**src/rtl/imem_pkg.sv**
```systemverilog
// Shared definitions for the instruction-memory loader: state encoding,
// memory depth and header size.
package imem_pkg;

  localparam int IMEM_DEPTH = 256;
  localparam int HDR_BYTES  = 2;

  typedef enum logic [2:0] {
    IDLE = 3'd0,
    HDR  = 3'd1,
    DATA = 3'd2,
    CSUM = 3'd3,
    DONE = 3'd4,
    ERR  = 3'd5
  } state_t;

endpackage

```
**src/rtl/imem_loader_if.sv**
```systemverilog
// Byte-stream input plus instruction-memory write port and core status.
// The loader sits on the slave side; the byte source and memory are on the master side.
interface imem_loader_if;
  logic        start;
  logic        byte_valid;
  logic [7:0]  byte_data;
  logic        byte_ready;
  logic        we;
  logic [31:0] waddr;
  logic [31:0] wdata;
  logic        cpu_hold;
  logic        done;
  logic        err;

  modport slave (
    input  start, byte_valid, byte_data,
    output byte_ready, we, waddr, wdata, cpu_hold, done, err
  );

  modport master (
    output start, byte_valid, byte_data,
    input  byte_ready, we, waddr, wdata, cpu_hold, done, err
  );
endinterface

```
**src/rtl/imem_word_packer.sv**
```systemverilog
// Packs bytes little-endian into 32-bit words and keeps a running XOR.
// word_vld_o pulses the cycle after the lane-3 byte; word_o holds between pulses.
module imem_word_packer (
  input  logic        clk,
  input  logic        rst_n,
  input  logic        clear_i,
  input  logic        byte_vld_i,
  input  logic [7:0]  byte_dat_i,
  output logic        lane_last_o,
  output logic        word_vld_o,
  output logic [31:0] word_o,
  output logic [7:0]  csum_o
);

  logic [1:0]  lane_q, lane_d;
  logic [23:0] asm_q, asm_d;
  logic [31:0] word_q, word_d;
  logic        word_vld_q, word_vld_d;
  logic [7:0]  csum_q, csum_d;

  always_comb begin
    lane_d     = lane_q;
    asm_d      = asm_q;
    word_d     = word_q;
    word_vld_d = 1'b0;
    csum_d     = csum_q;
    if (clear_i) begin
      lane_d = '0;
      asm_d  = '0;
      csum_d = '0;
    end else if (byte_vld_i) begin
      csum_d = csum_q ^ byte_dat_i;
      lane_d = lane_q + 2'd1;
      // Lanes 0..2 are staged so the next word can start filling during the write cycle.
      unique case (lane_q)
        2'd0:    asm_d[7:0]   = byte_dat_i;
        2'd1:    asm_d[15:8]  = byte_dat_i;
        2'd2:    asm_d[23:16] = byte_dat_i;
        default: begin
          word_d     = {byte_dat_i, asm_q};
          word_vld_d = 1'b1;
        end
      endcase
    end
  end

  always_ff @(posedge clk or negedge rst_n) begin
    if (!rst_n) begin
      lane_q     <= '0;
      asm_q      <= '0;
      word_q     <= '0;
      word_vld_q <= 1'b0;
      csum_q     <= '0;
    end else begin
      lane_q     <= lane_d;
      asm_q      <= asm_d;
      word_q     <= word_d;
      word_vld_q <= word_vld_d;
      csum_q     <= csum_d;
    end
  end

  assign lane_last_o = (lane_q == 2'd3);
  assign word_vld_o  = word_vld_q;
  assign word_o      = word_q;
  assign csum_o      = csum_q;

endmodule

```
**src/rtl/imem_loader.sv**
```systemverilog
// Boot loader: header (word count), payload words written to imem, XOR checksum,
// then releases the core on success or keeps it held on failure.
module imem_loader
  import imem_pkg::*;
#(
  parameter int DEPTH = IMEM_DEPTH,
  parameter int CNT_W = 16
) (
  input  logic         clk,
  input  logic         rst_n,
  imem_loader_if.slave bus
);

  state_t             state_q, state_d;
  logic [0:0]         hdr_q, hdr_d;
  logic [CNT_W-1:0]   n_q, n_d;
  logic [CNT_W-1:0]   widx_q, widx_d;
  logic [31:0]        waddr_q, waddr_d;
  logic [CNT_W-1:0]   n_full;
  logic               xfer;
  logic               pk_clear, pk_vld, pk_lane_last, pk_word_vld;
  logic [31:0]        pk_word;
  logic [7:0]         pk_csum;

  assign xfer   = bus.byte_valid && bus.byte_ready;
  assign n_full = CNT_W'({bus.byte_data, n_q[7:0]});

  always_comb begin
    state_d  = state_q;
    hdr_d    = hdr_q;
    n_d      = n_q;
    widx_d   = widx_q;
    waddr_d  = waddr_q;
    pk_clear = 1'b0;
    pk_vld   = 1'b0;
    unique case (state_q)
      IDLE, DONE, ERR: begin
        if (bus.start) begin
          state_d  = HDR;
          hdr_d    = '0;
          widx_d   = '0;
          pk_clear = 1'b1;
        end
      end
      HDR: begin
        if (xfer) begin
          if (hdr_q == 1'(HDR_BYTES - 1)) begin
            n_d = n_full;
            if (32'(n_full) > 32'(DEPTH))  state_d = ERR;
            else if (n_full == '0)         state_d = CSUM;
            else                           state_d = DATA;
          end else begin
            n_d[7:0] = bus.byte_data;
            hdr_d    = hdr_q + 1'b1;
          end
        end
      end
      DATA: begin
        if (xfer) begin
          pk_vld = 1'b1;
          // Address is latched with the word so it lines up with the packer's write pulse.
          if (pk_lane_last) begin
            waddr_d = 32'(widx_q) << 2;
            widx_d  = widx_q + 1'b1;
            if (widx_q == n_q - 1'b1) state_d = CSUM;
          end
        end
      end
      CSUM: begin
        if (xfer) state_d = (bus.byte_data == pk_csum) ? DONE : ERR;
      end
      default: state_d = IDLE;
    endcase
  end

  always_ff @(posedge clk or negedge rst_n) begin
    if (!rst_n) begin
      state_q <= IDLE;
      hdr_q   <= '0;
      n_q     <= '0;
      widx_q  <= '0;
      waddr_q <= '0;
    end else begin
      state_q <= state_d;
      hdr_q   <= hdr_d;
      n_q     <= n_d;
      widx_q  <= widx_d;
      waddr_q <= waddr_d;
    end
  end

  imem_word_packer u_packer (
    .clk         (clk),
    .rst_n       (rst_n),
    .clear_i     (pk_clear),
    .byte_vld_i  (pk_vld),
    .byte_dat_i  (bus.byte_data),
    .lane_last_o (pk_lane_last),
    .word_vld_o  (pk_word_vld),
    .word_o      (pk_word),
    .csum_o      (pk_csum)
  );

  assign bus.byte_ready = (state_q == HDR) || (state_q == DATA) || (state_q == CSUM);
  assign bus.cpu_hold   = bus.byte_ready || (state_q == ERR);
  assign bus.done       = (state_q == DONE);
  assign bus.err        = (state_q == ERR);
  assign bus.we         = pk_word_vld;
  assign bus.waddr      = waddr_q;
  assign bus.wdata      = pk_word;

endmodule

```
**src/flat_wrapper.sv**
```systemverilog
// flat-port wrapper written by rule: the top's interface ports become plain ports
module imem_loader_flat import imem_pkg::*;
#(
  parameter int DEPTH = IMEM_DEPTH,
  parameter int CNT_W = 16
)
  (clk, rst_n, bus_start, bus_byte_valid, bus_byte_data, bus_byte_ready, bus_we, bus_waddr, bus_wdata, bus_cpu_hold, bus_done, bus_err);
  imem_loader_if bus_i ();
  input  logic clk;
  input  logic rst_n;
  input wire logic [$bits(bus_i.start)-1:0] bus_start;
  input wire logic [$bits(bus_i.byte_valid)-1:0] bus_byte_valid;
  input wire logic [$bits(bus_i.byte_data)-1:0] bus_byte_data;
  output wire logic [$bits(bus_i.byte_ready)-1:0] bus_byte_ready;
  output wire logic [$bits(bus_i.we)-1:0] bus_we;
  output wire logic [$bits(bus_i.waddr)-1:0] bus_waddr;
  output wire logic [$bits(bus_i.wdata)-1:0] bus_wdata;
  output wire logic [$bits(bus_i.cpu_hold)-1:0] bus_cpu_hold;
  output wire logic [$bits(bus_i.done)-1:0] bus_done;
  output wire logic [$bits(bus_i.err)-1:0] bus_err;
  assign bus_i.start = bus_start;
  assign bus_i.byte_valid = bus_byte_valid;
  assign bus_i.byte_data = bus_byte_data;
  assign bus_byte_ready = bus_i.byte_ready;
  assign bus_we = bus_i.we;
  assign bus_waddr = bus_i.waddr;
  assign bus_wdata = bus_i.wdata;
  assign bus_cpu_hold = bus_i.cpu_hold;
  assign bus_done = bus_i.done;
  assign bus_err = bus_i.err;
  imem_loader #(.DEPTH(DEPTH), .CNT_W(CNT_W)) u_core (.clk(clk), .rst_n(rst_n), .bus(bus_i));
endmodule
```
**config.mk**
```make
export PLATFORM = sky130hd
export DESIGN_NAME = imem_loader_flat
export DESIGN_NICKNAME = d
export VERILOG_FILES = /design/src/rtl/imem_pkg.sv /design/src/rtl/imem_loader_if.sv /design/src/rtl/imem_word_packer.sv /design/src/rtl/imem_loader.sv /design/src/flat_wrapper.sv
export SDC_FILE = /design/constraint.sdc
export NUM_CORES = 1
export LEC_CHECK = 0
export BUFFER_PORTS_ARGS = -buffer_cell sky130_fd_sc_hd__buf_4
export CAP_MARGIN = 15
export CELL_PAD_IN_SITES_DETAIL_PLACEMENT = 0
export CELL_PAD_IN_SITES_GLOBAL_PLACEMENT = 1
export CORE_MARGIN = 2
export CORE_UTILIZATION = 40
export DETAILED_ROUTE_END_ITERATION = 8
export PLACE_DENSITY = 0.69
export SYNTH_ARGS = -nofsm -noshare
export SYNTH_HDL_FRONTEND = slang
export SYNTH_HIERARCHICAL = 1
export SYNTH_SLANG_ARGS = --single-unit
```
**constraint.sdc**
```tcl
create_clock -name clk -period 3.1 [get_ports clk]
set_input_delay 0.155 -clock clk [delete_from_list [all_inputs] [get_ports clk]]
set_output_delay 0.155 -clock clk [all_outputs]
set_load 0.005 [all_outputs]
```
Yosys cells after proc, flatten, opt, wreduce, memory -nomap -nowiden:

Cells that the tools add are included.

* output and inout bits: 69
* word-level logic and storage cells: 99
* register bits: 119
* bits of input ports: 12

* reduce and logical (&&, ||, !) cells: 25
* equal/unequal tests: 17
* multiplexer cells: 35
* bitwise logic cells: 4
* add/subtract/negate cells: 4
* $lt $le $gt $ge: 1

Operators by type and width (count)
* $mux W16: 3
* $mux W24: 2
* $mux W8: 5
* $pmux W16 S2: 1
* $mux W3: 8
* $add A16 B1 Y16 const B: 1
* $eq A16 B16 Y1: 1
* $gt A16 B9 Y1 const B: 1
* $logic_not A16 Y1: 1
* $sub A16 B1 Y16 const B: 1
* $reduce_and A3 Y1: 5
* $mux W1: 12
* $ne A2 B1 Y1 const B: 6
* $pmux W3 S4: 1
* $reduce_bool A2 Y1: 6
* $eq A8 B8 Y1: 1
* $xor A8 B8 Y8: 1
* $reduce_and A7 Y1: 1
* $eq A3 B2 Y1 const B: 2
* $eq A3 B3 Y1 const B: 2
* $reduce_and A2 Y1: 3
* $reduce_or A3 Y1: 2
* $eq A2 B2 Y1 const B: 2
* $mux W2: 2
* 12 further kinds: 16

Depth between registers and ports, before layout:

Gate-level depths: netlist of the first run.

* word-level depth: 8
* mapped depth: 9
* mapped depth without buffers: 9

Modules after synthesis:

The synthesis of the first run kept the hierarchy.

Modules (own cells, without submodules)
* imem_loader: area each 3104.2 sq um, times used 1, cells an instance 341, sequential area each 1301.2 sq um
* imem_word_packer: area each 3035.4 sq um, times used 1, cells an instance 228, sequential area each 1676.6 sq um

Worst setup path after synthesis of the first run:

Ideal clock, no wire load.

* path kind: reg2reg
* start: register u_core.n_q[0]
* end: register u_core.state_q[0]
* stages on the path, launching flop included: 10
* setup time: 128 ps
* data arrival time: 2453 ps
* required time: 2972 ps
* period minus slack after synthesis: 2580 ps
* buffers on the path: 0
* path slack: 520 ps
* cell sequence: dfrtp_1 > inv_1 > ha_1 > or3b_4 > or4b_4 > a21oi_2 > nand4_1 > nor4_2 > a31oi_1 > mux2_1

* cells in the longest elaborated chain, start to end: 6
* elaborated cells on any way between the ends: 11
* those cells by class: add/sub (1); order compare (1); eq/ne (2); mux (5); reduce/logical (2)

RTL lines
* from (decl): RTL line imem_loader.sv:16 `logic [CNT_W-1:0] n_q, n_d;`
* from (signal assigned): RTL line imem_loader.sv:86 `n_q <= n_d;`
* parallel branches: the longest is 6 deep, another holds $sub A16 B1 Y16
* to (signal assigned): RTL line imem_loader.sv:84 `state_q <= state_d;`
* to (decl): RTL line imem_loader.sv:14 `state_t state_q, state_d;`

Several ways; the timed one is not identified. The select of a mux whose other input is x is not followed.
A chain may end at the register's enable or synchronous reset.

Worst setup path after layout of the first run:

Same ends and word-level chain as after synthesis.

==> reports/results.ini, run 1 <==
[setup_path]
cpMaxStageDelayCell = or4b_4
critPathLaunchType = flip-flop
criticalPathCategory = reg -> reg
worstSetupEndpointType = flip-flop
required_ns = 3.39
cpPeakStageDelay_ns = 0.54
crit_path_cell_trace = inv_1 > ha_1 > or3b_4 > or4b_4 > a21oi_2 > nand4_1 > nor4_2 > a31oi_1 > mux2_1
worstPathMaxFanout = 5
cp.arrival_ns = 3.13

[routing]
firstDrtPassIters = 5
drc = 0
wl_mm = 13.5
drtIter0Drc = 271
viasPerCell = 5.12
num_vias = 4233
routedWlPerCell_um = 16.4
ant_nets = 0

[clock_network]
clockRootBuffer = clkbuf_16
numCtsBuffers = 17
ctsHtreeMaxLevel = 4
cts_tree = done
worstSkewPairLatency_ns = 0.41
cts_buffer_depth = 2
cts.sinks = 119
clk_pin_slew_ns = 0.05

[logic_synthesis]
synthCells = 569
synthArstFlopShare = 1.00
synth_area_um2 = 6140
synth_top_area_frac = 0.485
yosysSeqAreaShare = 0.485
synthFlopType = dfrtp_1
netlist-cell-type-count = 54
syn_avg_cell_area_um2 = 10.8
synth_edf_count = 0
synthTopCellsByArea = dfrtp_1, mux2_4, a21bo_2
synth-seq-cells = 119
ys_warn_count = 6
synth_area_leader_cell = dfrtp_1

[status]
status = complete, no violations

[timing]
setup_tns_ns = 0
maxSlewHeadroom = 0.415
drv_slew = 0
rsz0062_at_grt = no
setup_violations = 0
fin_skew_ns = 0.00901
tightest_slew_ns = 0.878
period_share = 0.916
final_hold_viol_count = 0
fin_crit_ns = 2.84
max_freq_mhz = 352
fin_ws_ns = 0.260

[floorplan]
die_w_um = 128
coreArea_um2 = 15100
die-area_um2 = 16400
num_rows = 45
dieHeight_um = 128
start_util = 0.407
io_pins = 81

[finish]
layout-drive-gt1-share = 0.307
layout_commonest_cell = dfrtp_1
antenna_cells_inserted = 0
syn2layout_area_growth_pct = 18.8
fin_nets = 647
final_cell_mix = dfrtp_1, buf_4, nand2_1

[run]
maxCapViolCount = 0

[global_route]
grt_pass1_vias = 4108
grt_pass1_wl_mm = 22.2
grt_usage = 0.176
antenna_found_initial = 0
grt_overflow = 0
grt_max_degree = 68

[power_and_ir_drop]
leakage_nw = 3.57
irDropWorstVdd_uv = 400
p_per_area_nw_per_um2 = 646
finalPower_mw = 4.71

[hold_path]
worstHoldPathType = in -> reg

[place]
hpwl_mm = 9.04
place_ws_ns = 0.291
port_buffers = 64
gp_congestion = 0.808

==> worst paths after layout <==
kind                                                           to  cells after the start  slack (ns)                            start
max reg2reg                         u_core/state_q[0]$_DFFE_PN0P_                      9        0.26        u_core/n_q[0]$_DFFE_PN0P_
min in group asynchronous         u_core/bus.waddr[7]$_DFFE_PN0P_                      2        0.40                            rst_n
max                                 u_core/state_q[0]$_DFFE_PN0P_                      9        0.26        u_core/n_q[0]$_DFFE_PN0P_
min                                      u_core/hdr_q$_DFFE_PN0P_                      3        0.08                   bus_byte_valid
max in group asynchronous  u_core/u_packer/word_o[20]$_DFFE_PN0P_                      3        1.93                            rst_n
min reg2reg                       u_core/bus.waddr[4]$_DFFE_PN0P_                      2        0.47  u_core/bus.waddr[4]$_DFFE_PN0P_
==> routing by layer <==
metal  share of wire  GRT usage  vias up
met2            0.46      0.261       70
met5               0          0        -
met1            0.50      0.251     2100
met3           0.026     0.0363       12
li1                -          -     2051
met4           0.015     0.0718        0
==> critical path: cells and delay by family, from the launching register on <==
kind / cells / cell delay (ns)
compound gates: 2 / 0.33
buf+inv: 1 / 0.12
mux: 1 / 0.35
fa+ha+maj: 1 / 0.25
simple gates: 4 / 1.23
flops: 1 / 0.43
==> logic make-up after synthesis <==
logic type,synth area share
other,0.000611
DFF,0.485
and+or+nand+nor,0.151
AOI/OAI and AO/OA,0.117
muxes,0.109
buffers and inverters,0.0597
xor gates and xnor gates,0.0613
adders and majority gates,0.0163
==> through the flow <==
step	instances	instance area (µm²)	utilization	hold WS (ns)
2_1_floorplan	584	6200	-	-0.141
3_3_place_gp	795	6700	0.444	0.327
3_5_place_dp	795	6700	0.444	0.329
4_1_cts	827	7290	0.483	0.0635
5_1_grt	827	7290	0.483	0.0777
6_report	827	7290	0.483	0.0825
==> repair_timing <==
| action | 4_1_cts | 5_1_grt |
|---|---|---|
| endpoints found under the setup margin | 0 | 0 |
| hold buffers | 1 | 0 |
| setup buffers | 0 | 0 |
| resized for setup | 0 | 0 |
| hold endpoints to repair | 65 | 0 |
==> sequential cells by signal (all words and copies together), names as in the netlist <==
name / flops
u_core/widx_q: 16
u_core/bus.waddr: 16
u_core/u_packer/asm_q: 24
u_core/u_packer/csum_o: 8
u_core/u_packer/word_vld_o: 1
u_core/u_packer/lane_q: 2
u_core/state_q: 3
u_core/n_q: 16
u_core/hdr_q: 1
u_core/u_packer/word_o: 32
==> Yosys cell counts (all sizes together) (2+ instances only) <==
cell     instances
and3             3
dfrtp          119
mux2i            2
o21ai            9
nor3             7
nand2           72
a31oi            3
buf             33
xor2            23
o211ai           3
nor4            10
or3              2
clkbuf          21
nand4            5
o22ai            3
xnor2           20
nand3b           9
ha               8
a2111oi          2
mux2            48
nor2            27
inv              9
a21oi           42
nand3           38
a21bo           32
nand2b           2
==> final cells by class <==
class | instances | area (µm²)
clock buffers | 21 | 460
clock inverters | 10 | 123
fillers | 1405 | 7790
inverters | 9 | 33.8
multi-input cells | 402 | 2850
flip-flops and latches | 119 | 2980
well taps | 188 | 235
repair buffers | 78 | 613
==> where the power goes <==
part           leakage [nW]  switching (mW)  internal, mW
registers              1.62           0.214          1.68
clock network         0.276           0.697          1.22
logic                  1.67           0.498         0.404
total                  3.57            1.41          3.30
Power figures use the tool's default switching activity.
==> inputs of run 2 (changes only) <==
--- a/config.mk
+++ b/config.mk
@@ -12,7 +12,7 @@
 export CORE_MARGIN = 2
 export CORE_UTILIZATION = 40
 export DETAILED_ROUTE_END_ITERATION = 8
-export PLACE_DENSITY = 0.69
+export PLACE_DENSITY = 0.75
 export SYNTH_ARGS = -nofsm -noshare
 export SYNTH_HDL_FRONTEND = slang
 export SYNTH_HIERARCHICAL = 1
==> run 2 against run 1 <==
Against the previous run: core utilization fell by 0.14 points; critical path depth did not move; combinational power shrank 1%; non-clock buffer count is 1 lower; clock-buffer cell count fell by 1; sequential cell count stayed put; cell count decreased by 0.12%; first-iteration DRC count up 18%; final area down 0.29%; global-route usage shrank 0.056 points; die area unchanged; sequential power is essentially flat.
==> reports/results.ini, run 2 (synthesis gave the netlist of run 1 again) <==
[finish]
syn2layout_area_growth_pct = 18.5
final_cell_mix = dfrtp_1, buf_4, nand2_1
multiInputGateArea_um2 = 2850
fin_nets = 646
design_area_um2 = 7270
layout_commonest_cell = dfrtp_1
seqCellArea_um2 = 2980
largest_reg_flops = 32
layout-drive-gt1-share = 0.307
antenna_cells_inserted = 0
fillers = 1372

[global_route]
grt_max_degree = 67
antenna_found_initial = 0
grt_pass1_vias = 4243
grt_overflow = 0
grt_usage = 0.175
grt_pass1_wl_mm = 22.3

[routing]
drtIter0Drc = 320
wl_met2_mm = 6.57
top_layer = met4
wl_mm = 13.8
routedWlPerCell_um = 16.7
firstDrtPassIters = 6
route.met3.wl_um = 501
drc = 0
met1_length_mm = 6.49
ant_nets = 0
num_vias = 4345
viasPerCell = 5.26

[floorplan]
die-area_um2 = 16400
num_rows = 45
coreArea_um2 = 15100
io_pins = 81
die_w_um = 128
dieHeight_um = 128
start_util = 0.407

[place]
gp_congestion = 0.839
hpwl_mm = 8.97
port_buffers = 64
place_ws_ns = 0.279
post_dp_cell_area_um2 = 6680

[timing]
period_share = 0.927
fin_ws_ns = 0.226
rsz0062_at_grt = no
maxSlewHeadroom = 0.415
final_hold_viol_count = 0
fin_crit_ns = 2.87
setup_violations = 0
fin_skew_ns = 0.0108
setup_tns_ns = 0
drv_slew = 0
tightest_slew_ns = 0.878
hold_ws_ns = 0.0849
max_freq_mhz = 348

[setup_path]
critPathLaunchType = flip-flop
criticalPathCategory = reg -> reg
cp.arrival_ns = 3.17
required_ns = 3.39
worstPathMaxFanout = 5
worstSetupEndpointType = flip-flop

[power_and_ir_drop]
p_per_area_nw_per_um2 = 647
p_clk_frac = 0.409
swShare = 0.300
finalPower_mw = 4.71
leakage_nw = 3.55
switching_power_mw = 1.41
p_comb_frac = 0.190
irDropWorstVdd_uv = 442
intPower_mw = 3.29
seqPwrFrac = 0.401

[clock_network]
post_cts_buffers = 0
ctsHoldBuffers = 1
worstSkewPairLatency_ns = 0.42
clockRootBuffer = clkbuf_16
numCtsBuffers = 17
cts_resized = 0
cts.sinks = 119
clk_pin_slew_ns = 0.06
cts_tree = done
ctsHtreeMaxLevel = 4
cts_buffer_depth = 2

[run]
maxCapViolCount = 0

[status]
status = complete, no violations

[hold_path]
worstHoldPathType = in -> reg

run 2: cell types whose count changed in the layout (fill, tap and decap cells not counted), sizes merged:
cell      previous run  this run
buf                 77        76
clkinv               4         3
clkbuf              21        20
clkinvlp             3         5
run 2: per-layer routing:
| metal | up-vias | global-route usage |
|---|---|---|
| met2 | 85 | 0.265 |
| met3 | 19 | 0.0401 |
| li1 | 2046 | - |
| met4 | 0 | 0.0698 |
| met5 | - | 0 |
| met1 | 2195 | 0.245 |
run 2: power by group through the flow:
stage                     sequential (mW)  clock [mW]  combinational (mW)
final                                1.89        1.93               0.893
after global routing                 1.91        2.05               0.987
after CTS                            1.88        1.98               0.893
after detailed placement             1.91           0               0.887
after global placement               1.90           0               0.859
after floorplan                      1.81           0               0.751
run 2: critical path: stages, from the launching register on:
cell	delay, ns
dfrtp_1	0.44
inv_1	0.13
ha_1	0.26
or3b_4	0.44
or4b_4	0.53
a21oi_2	0.14
nand4_1	0.11
nor4_2	0.18
a31oi_1	0.18
mux2_1	0.34
run 2: final cells by class:
| type | instances | share of cell area |
|---|---|---|
| clock buffers | 20 | 0.0628 |
| repair buffers | 77 | 0.0815 |
| multi-input cells | 402 | 0.392 |
| well taps | 188 | 0.0323 |
| inverters | 9 | 0.00464 |
| clock inverters | 11 | 0.0172 |
| flip-flops and latches | 119 | 0.409 |
run 2: final timing paths:
path / from / to / slack (ns) / cells after the start
worst max-delay path: u_core/n_q[0]$_DFFE_PN0P_ / u_core/state_q[2]$_DFFE_PN0P_ / 0.23 / 9
worst min-delay path: bus_byte_data[1] / u_core/u_packer/asm_q[17]$_DFFE_PN0P_ / 0.08 / 3
worst max register to register: u_core/n_q[0]$_DFFE_PN0P_ / u_core/state_q[2]$_DFFE_PN0P_ / 0.23 / 9
worst min register to register: u_core/bus.waddr[8]$_DFFE_PN0P_ / u_core/bus.waddr[8]$_DFFE_PN0P_ / 0.48 / 2
max in group asynchronous: rst_n / u_core/u_packer/csum_o[4]$_DFFE_PN0P_ / 1.86 / 3
min in group asynchronous: rst_n / u_core/widx_q[14]$_DFFE_PN0P_ / 0.41 / 2
run 2: per-stage QoR:
stage	util	instances
after floorplan	-	584
after global placement	0.443	794
after detailed placement	0.443	794
after CTS	0.482	826
after global routing	0.482	826
final	0.482	826
